[config.mk]
export PLATFORM = sky130hd
export DESIGN_NAME = add_sub_align_shf_pipe
export DESIGN_NICKNAME = d
export VERILOG_FILES = /design/src/rtl/add_sub_align_shf_pipe.sv
export SDC_FILE = /design/constraint.sdc
export NUM_CORES = 1
export LEC_CHECK = 0
export CORE_MARGIN = 2
export CORE_UTILIZATION = 56
export CTS_CLUSTER_DIAMETER = 50
export DETAILED_ROUTE_END_ITERATION = 8
export PLACE_DENSITY = 0.81
export RECOVER_POWER = 100
export SETUP_SLACK_MARGIN = 0.05
export SLEW_MARGIN = 0
export SYNTH_ARGS = -nofsm -noshare
export SYNTH_HDL_FRONTEND = slang
export SYNTH_SLANG_ARGS = --single-unit
[constraint.sdc]
create_clock -name i_clk -period 3.8 [get_ports i_clk]
set_input_delay 0.57 -clock i_clk [delete_from_list [all_inputs] [get_ports i_clk]]
set_output_delay 0.57 -clock i_clk [all_outputs]
set_load 0.01 [all_outputs]
[src/rtl/add_sub_align_shf_pipe.sv]
// Pipelined LSR/ASR/LSL barrel shifter for FPU add/sub alignment, with valid/ready back-pressure.
// Optional o_sticky output (OR of right-shifted-out bits) is enabled by defining ADD_SUB_SHF_STICKY_EN.
`timescale 1ns/1ps

module add_sub_align_shf_pipe #(
  parameter int SIZE_DATA      = 32,
  parameter int SIZE_SHIFT     = 5,
  parameter int STAGES_PER_REG = 2
) (
  input  logic                  i_clk,
  input  logic                  i_rst,
  input  logic                  i_valid,
  output logic                  o_ready,
  input  logic [SIZE_SHIFT-1:0] i_shift_number,
  input  logic [1:0]            i_mode,
  input  logic [SIZE_DATA-1:0]  i_data,
  output logic                  o_valid,
  input  logic                  i_ready,
  output logic [SIZE_DATA-1:0]  o_data
`ifdef ADD_SUB_SHF_STICKY_EN
  ,output logic                 o_sticky
`endif
);

  localparam int L = (SIZE_SHIFT + STAGES_PER_REG - 1) / STAGES_PER_REG;
  localparam logic [1:0] MODE_ASR = 2'b01;
  localparam logic [1:0] MODE_LSL = 2'b10;

  logic [SIZE_DATA-1:0] data_q [L];
  logic [L-1:0]         valid_q;
  logic [L-1:0]         load;
`ifdef ADD_SUB_SHF_STICKY_EN
  logic [L-1:0]         sticky_q;
`endif

  // A stage may load when empty or when the stage after it moves on this cycle.
  always_comb begin
    logic en;
    en          = ~valid_q[L-1] | i_ready;
    load[L-1]   = en;
    for (int k = L - 2; k >= 0; k--) begin
      en      = ~valid_q[k] | en;
      load[k] = en;
    end
  end

  assign o_ready = load[0];
  assign o_valid = valid_q[L-1];
  assign o_data  = data_q[L-1];
`ifdef ADD_SUB_SHF_STICKY_EN
  assign o_sticky = sticky_q[L-1];
`endif

  for (genvar k = 0; k < L; k++) begin : g_stage
    localparam int LO = k * STAGES_PER_REG;
    localparam int HI = ((k + 1) * STAGES_PER_REG < SIZE_SHIFT) ? (k + 1) * STAGES_PER_REG : SIZE_SHIFT;

    logic                     v_in;
    logic [SIZE_DATA-1:0]     d_in;
    logic [SIZE_DATA-1:0]     d_nxt;
    logic [SIZE_SHIFT-LO-1:0] sh_in;
    logic [1:0]               mode_in;
`ifdef ADD_SUB_SHF_STICKY_EN
    logic                     s_in;
    logic                     s_nxt;
`endif

    if (k == 0) begin : g_src
      assign v_in    = i_valid;
      assign d_in    = i_data;
      assign sh_in   = i_shift_number;
      assign mode_in = i_mode;
`ifdef ADD_SUB_SHF_STICKY_EN
      assign s_in    = 1'b0;
`endif
    end else begin : g_src
      assign v_in    = valid_q[k-1];
      assign d_in    = data_q[k-1];
      assign sh_in   = g_stage[k-1].g_carry.sh_q;
      assign mode_in = g_stage[k-1].g_carry.mode_q;
`ifdef ADD_SUB_SHF_STICKY_EN
      assign s_in    = sticky_q[k-1];
`endif
    end

    // Mux levels LO..HI-1; a level shifting by >= SIZE_DATA naturally yields full fill.
    always_comb begin
      d_nxt = d_in;
`ifdef ADD_SUB_SHF_STICKY_EN
      s_nxt = s_in;
`endif
      for (int j = LO; j < HI; j++) begin
        if (sh_in[j-LO]) begin
`ifdef ADD_SUB_SHF_STICKY_EN
          if (mode_in != MODE_LSL)
            s_nxt = s_nxt | (|(d_nxt & ~({SIZE_DATA{1'b1}} << (1 << j))));
`endif
          case (mode_in)
            MODE_ASR: d_nxt = $signed(d_nxt) >>> (1 << j);
            MODE_LSL: d_nxt = d_nxt << (1 << j);
            default:  d_nxt = d_nxt >> (1 << j);
          endcase
        end
      end
    end

    always_ff @(posedge i_clk or posedge i_rst) begin
      if (i_rst) begin
        valid_q[k] <= 1'b0;
        data_q[k]  <= '0;
`ifdef ADD_SUB_SHF_STICKY_EN
        sticky_q[k] <= 1'b0;
`endif
      end else if (load[k]) begin
        valid_q[k] <= v_in;
        if (v_in) begin
          data_q[k] <= d_nxt;
`ifdef ADD_SUB_SHF_STICKY_EN
          sticky_q[k] <= s_nxt;
`endif
        end
      end
    end

    // Only the still-unused shift bits and the mode travel to later stages.
    if (k < L - 1) begin : g_carry
      logic [SIZE_SHIFT-HI-1:0] sh_q;
      logic [1:0]               mode_q;

      always_ff @(posedge i_clk or posedge i_rst) begin
        if (i_rst) begin
          sh_q   <= '0;
          mode_q <= '0;
        end else if (load[k] && v_in) begin
          sh_q   <= sh_in[SIZE_SHIFT-LO-1:HI-LO];
          mode_q <= mode_in;
        end
      end
    end
  end

endmodule

### Yosys cells after proc, flatten, opt, wreduce, memory -nomap -nowiden

Index checks and enable logic that the tools add are counted.

| word-level totals | value |
|---|---|
| input port bits | 43 |
| logic and storage cells | 37 |
| output and inout bits | 34 |
| flip-flop bits (word level) | 107 |

| cells by class | value |
|---|---|
| reduce and logical (&&, ||, !) cells | 5 |
| bitwise gates (word level) | 6 |
| multiplexer cells | 10 |
| equality and inequality tests | 6 |

Operator list:

| kind | number |
|---|---|
| $pmux 32 s2 | 5 |
| $mux 32 | 5 |
| $eq 2x1->1 const B | 3 |
| $eq 2x2->1 const B | 3 |
| $reduce_and 2->1 | 3 |
| $not 1->1 | 3 |
| $or 1x1->1 | 3 |
| $logic_and 1x1->1 | 2 |

### Logic depth before layout (Yosys ltp)

| depth | value |
|---|---|
| word-level depth | 5 |
| depth in mapped cells | 8 |

### Worst setup path before layout

Ideal clock, no wire load.

| timing | value |
|---|---|
| kind | input-to-reg |
| from | in i_mode[0] |
| to | reg data_q (netlist bit g_stage[1].d_in[13]) |
| path slack | 1575 ps |
| data required time | 3679 ps |
| setup time | 121 ps |
| stages on the path | 8 |
| data arrival time | 2103 ps |
| cells stage by stage | inv_1 > ha_1 > buf_2 > or2_2 > nand2_1 > clkbuf_1 > o22ai_1 > o22a_1 |

| on the way | value |
|---|---|
| longest elaborated chain between the ends | 5 |

RTL lines:

| what | RTL line | RTL |
|---|---|---|
| start: declaration | 15 | `input logic [1:0] i_mode,` |
| $eq 2x2->1 / $eq 2x1->1 (equally long branches) | 98 | `case (mode_in)` |
| $pmux 32 s2 | 98 |  |
| $mux 32 | 93 | `if (sh_in[j-LO]) begin` |
| $pmux 32 s2 | 98 |  |
| $mux 32 (*) | 93 |  |
| end signal: indexed assignment | 117 | `data_q[k] <= d_nxt;` |
| end: declaration | 29 | `logic [SIZE_DATA-1:0] data_q [L];` |

Every way passes the cells marked *; elsewhere a longest branch is shown, timed or not.
A chain may end at the register's enable or synchronous reset.

### Worst setup path in the final report

| timing | value |
|---|---|
| from | in i_mode[0] |
| to | reg data_q (netlist bit g_stage[1].d_in[31]) |

Same word-level chain as after synthesis.

==> results.toml <==
[setup_path]
cp.arrival_ns = 3.53
rr_worst_depth = 4
rrSetupSlack_ns = 0.97
crit_end = "g_stage[1].d_in[31]"
cpLargestDelayFamily = "buffers and inverters"
cp-start-kind = "input pin"
cpPeakStageDelay_ns = 0.80
cpMaxStageDelayCell = "nand3b_1"
path_depth = 7
worst_setup_path_end_kind = "flip-flop"
cp_cell_sequence = "dlygate4sd3_1 > inv_1 > ha_1 > clkbuf_1 > nand3b_1 > nor2_1 > o32a_1"
crit_required_ns = 4.06
reg2reg_to = "g_stage[2].d_in[22]"
critPathKind = "input pin to flip-flop"
worst-path-max-fanout = 27
path_buf_inv = 3
crit_start = "i_mode[0]"
timing.rr.start = "g_stage[0].g_carry.sh_q[0]"

[synthesis]
yosys-top-cells-count = "dfrtp_1, o21ai_0, clkbuf_1, nand2_1, o22a_1"
netlist_area_sq_mm = 0.00629
synth.most_common_cell = "dfrtp_1"
ys_ff_latch = 107
synth_cells = 671
yosys.area.top_type_share_pct = 42.6
postSynth.asyncResetShare_pct = 100
seq_area_frac_synth_pct = 42.6
synth_fp_nets = 720
ys_types = 40
syn_avg_cell_area_sq_um = 9.37
yosys.area.top_type = "dfrtp_1"
synthFlopType = "dfrtp_1"
yosysWarnings = 0
synthTopCellsByArea = "dfrtp_1, o21ai_0, o22a_1, nor2b_1, a221oi_1"
synth_edf_count = 0

[grt]
grt.total_usage_pct = 28.4
grt-ovfl-total = 0
grt_pass1_vias = 5244
grt_antenna_before_repair = 0
grt_start_max_net_pins = 67
grt_first_pass_wirelength_mm = 26.8

[timing]
fin_tns_setup_ns = 0
rsz0062_at_grt = "false"
finClkSkew_ns = 0.0107
period_minus_slack_ns = 3.27
hold_viol_final = 0
slew_viol_final = 66
setup_violations = 0
tightest_slew_ns = 2.49
fmax_mhz = 306
slew_headroom_pct = -65.9
min_period_over_period_pct = 86.0

[clocking]
clock_latency_ns = 0.37
cts_max_path_buffers = 2
cts-root-buf = "clkbuf_8"
cts_made_buffers = 9
ctsHtreeMaxLevel = 3
cts_tree = "done"
cts_resized = 0
clock_sink_count = 107
cts.hold.buffers_added = 0
clk_pin_slew_ns = 0.09
postCtsSetupBuffers = 0

[flow_run]
drv_cap = 1

[drt]
drt-vias-per-instance = 6.75
routedWlPerCell_um = 19.4
first_iter_violations = 632
drt_wl_total_mm = 16.5
antenna_left = 0
vias = 5733
drc_errors = 0
first_pass_iters = 9

[floorplanning]
fp.dieH_um = 110
initial_utilization_pct = 57.7
core-area_sq_mm = 0.0109
ios = 77
rows = 38
dieWidth_um = 110
dieArea_sq_mm = 0.0121

[power]
p_total_w = 0.00391
worst_ir_drop_vdd_mv = 0.289
cellLeakagePower_nw = 2.98
power_density_mw_per_mm2 = 540

[cells_and_area]
regArea_sq_mm = 0.00268
n_antenna_cell = 0
area_delta_synth_final_pct = 15.1
drive_above_1_share_pct = 4.51
fin_util_pct = 66.5
final_area_sq_mm = 0.00724
fillers = 892
nNetsFinal = 753
multiInputGateArea_sq_mm = 0.00327

[placed_design]
placed_area_sq_mm = 0.00709
gp_congestion = 0.930
io_buffers = 76
place_hpwl_mm = 12.3

[status]
violations = "capacitance limit, slew limit"
outcome = "finished with violations"

[worst_hold_path]
min_path_type = "flip-flop to flip-flop"
-- worst min-delay path: stages, from the launching register on --
cell and delay, ns:
dfrtp_1 0.34, nand2_1 0.04, o21ai_0 0.06
-- power by group --
part           internal (W)  switching, W
Sequential          0.00146      0.000296
Clock              0.000274      0.000364
Combinational      0.000743      0.000772
Total               0.00248       0.00143
-- flip-flops by register name (all words and copies together), names as in the netlist --
name and count:
g_stage.g_carry.mode_q 4, g_stage.v_in 2, g_stage.d_in 64, g_stage.g_carry.sh_q 4, o_valid 1, o_data 32
-- through the flow --
step	instances	hold WS (ns)	setup WS, ns
floorplan	671	0.449	0.413
CTS	849	0.491	1.04
global placement	833	0.457	0.723
finish	849	0.479	0.531
detailed placement	833	0.471	0.660
global route	849	0.514	0.431
-- logic make-up (layout without fill, tap and decap cells) --
family | count (synthesis) | in the layout | share of synthesized area (%)
AO/OA/AOI/OAI | 338 | 338 | 39.9
AND/OR/NAND/NOR | 134 | 134 | 10.4
flip-flops | 107 | 107 | 42.6
buffers and inverters | 83 | 121 | 5.35
adder cells (fa/ha/maj) | 6 | 6 | 1.19
multiplexers | 3 | 3 | 0.537
-- layer usage --
layer	GRT usage (%)	part of all wire, %	vias to the layer above
li1	-	-	2698
met3	4.62	5.9	39
met2	46.8	49	221
met4	11.2	3.0	0
met5	0	0	-
met1	37.4	42	2775
-- cells in the final DEF (no fill, tap or decap), types with 21 or more instances in the layout --
| cell type | count |
|---|---|
| o22ai_1 | 25 |
| nor2_1 | 31 |
| o211a_1 | 21 |
| dlygate4sd3_1 | 36 |
| o21ai_0 | 79 |
| a221oi_1 | 25 |
| o22a_1 | 40 |
| clkdlybuf4s50_1 | 40 |
| nor2b_1 | 37 |
| dfrtp_1 | 107 |
| nand2_1 | 47 |
| a21oi_1 | 39 |
-- worst min path at each step --
| stage | from | endpoint | depth (start not counted) |
|---|---|---|---|
| 2_1_floorplan | g_stage[1].v_in | g_stage[2].v_in | 1 |
| 3_3_place_gp | g_stage[1].v_in | g_stage[2].v_in | 1 |
| 3_5_place_dp | o_data[24] | o_data[24] | 2 |
| 4_1_cts | o_data[24] | o_data[24] | 2 |
| 5_1_grt | o_data[4] | o_data[4] | 2 |
| 6_report | o_data[24] | o_data[24] | 2 |
-- layout make-up --
class / instances / share of cell area (%)
well taps: 140 / 2.42
flip-flops and latches: 107 / 37.0
clock buffers: 14 / 2.25
repair buffers: 93 / 12.4
inverters: 12 / 0.622
clock inverters: 2 / 0.138
multi-input cells: 481 / 45.2
(Power assumes the default switching activity.)
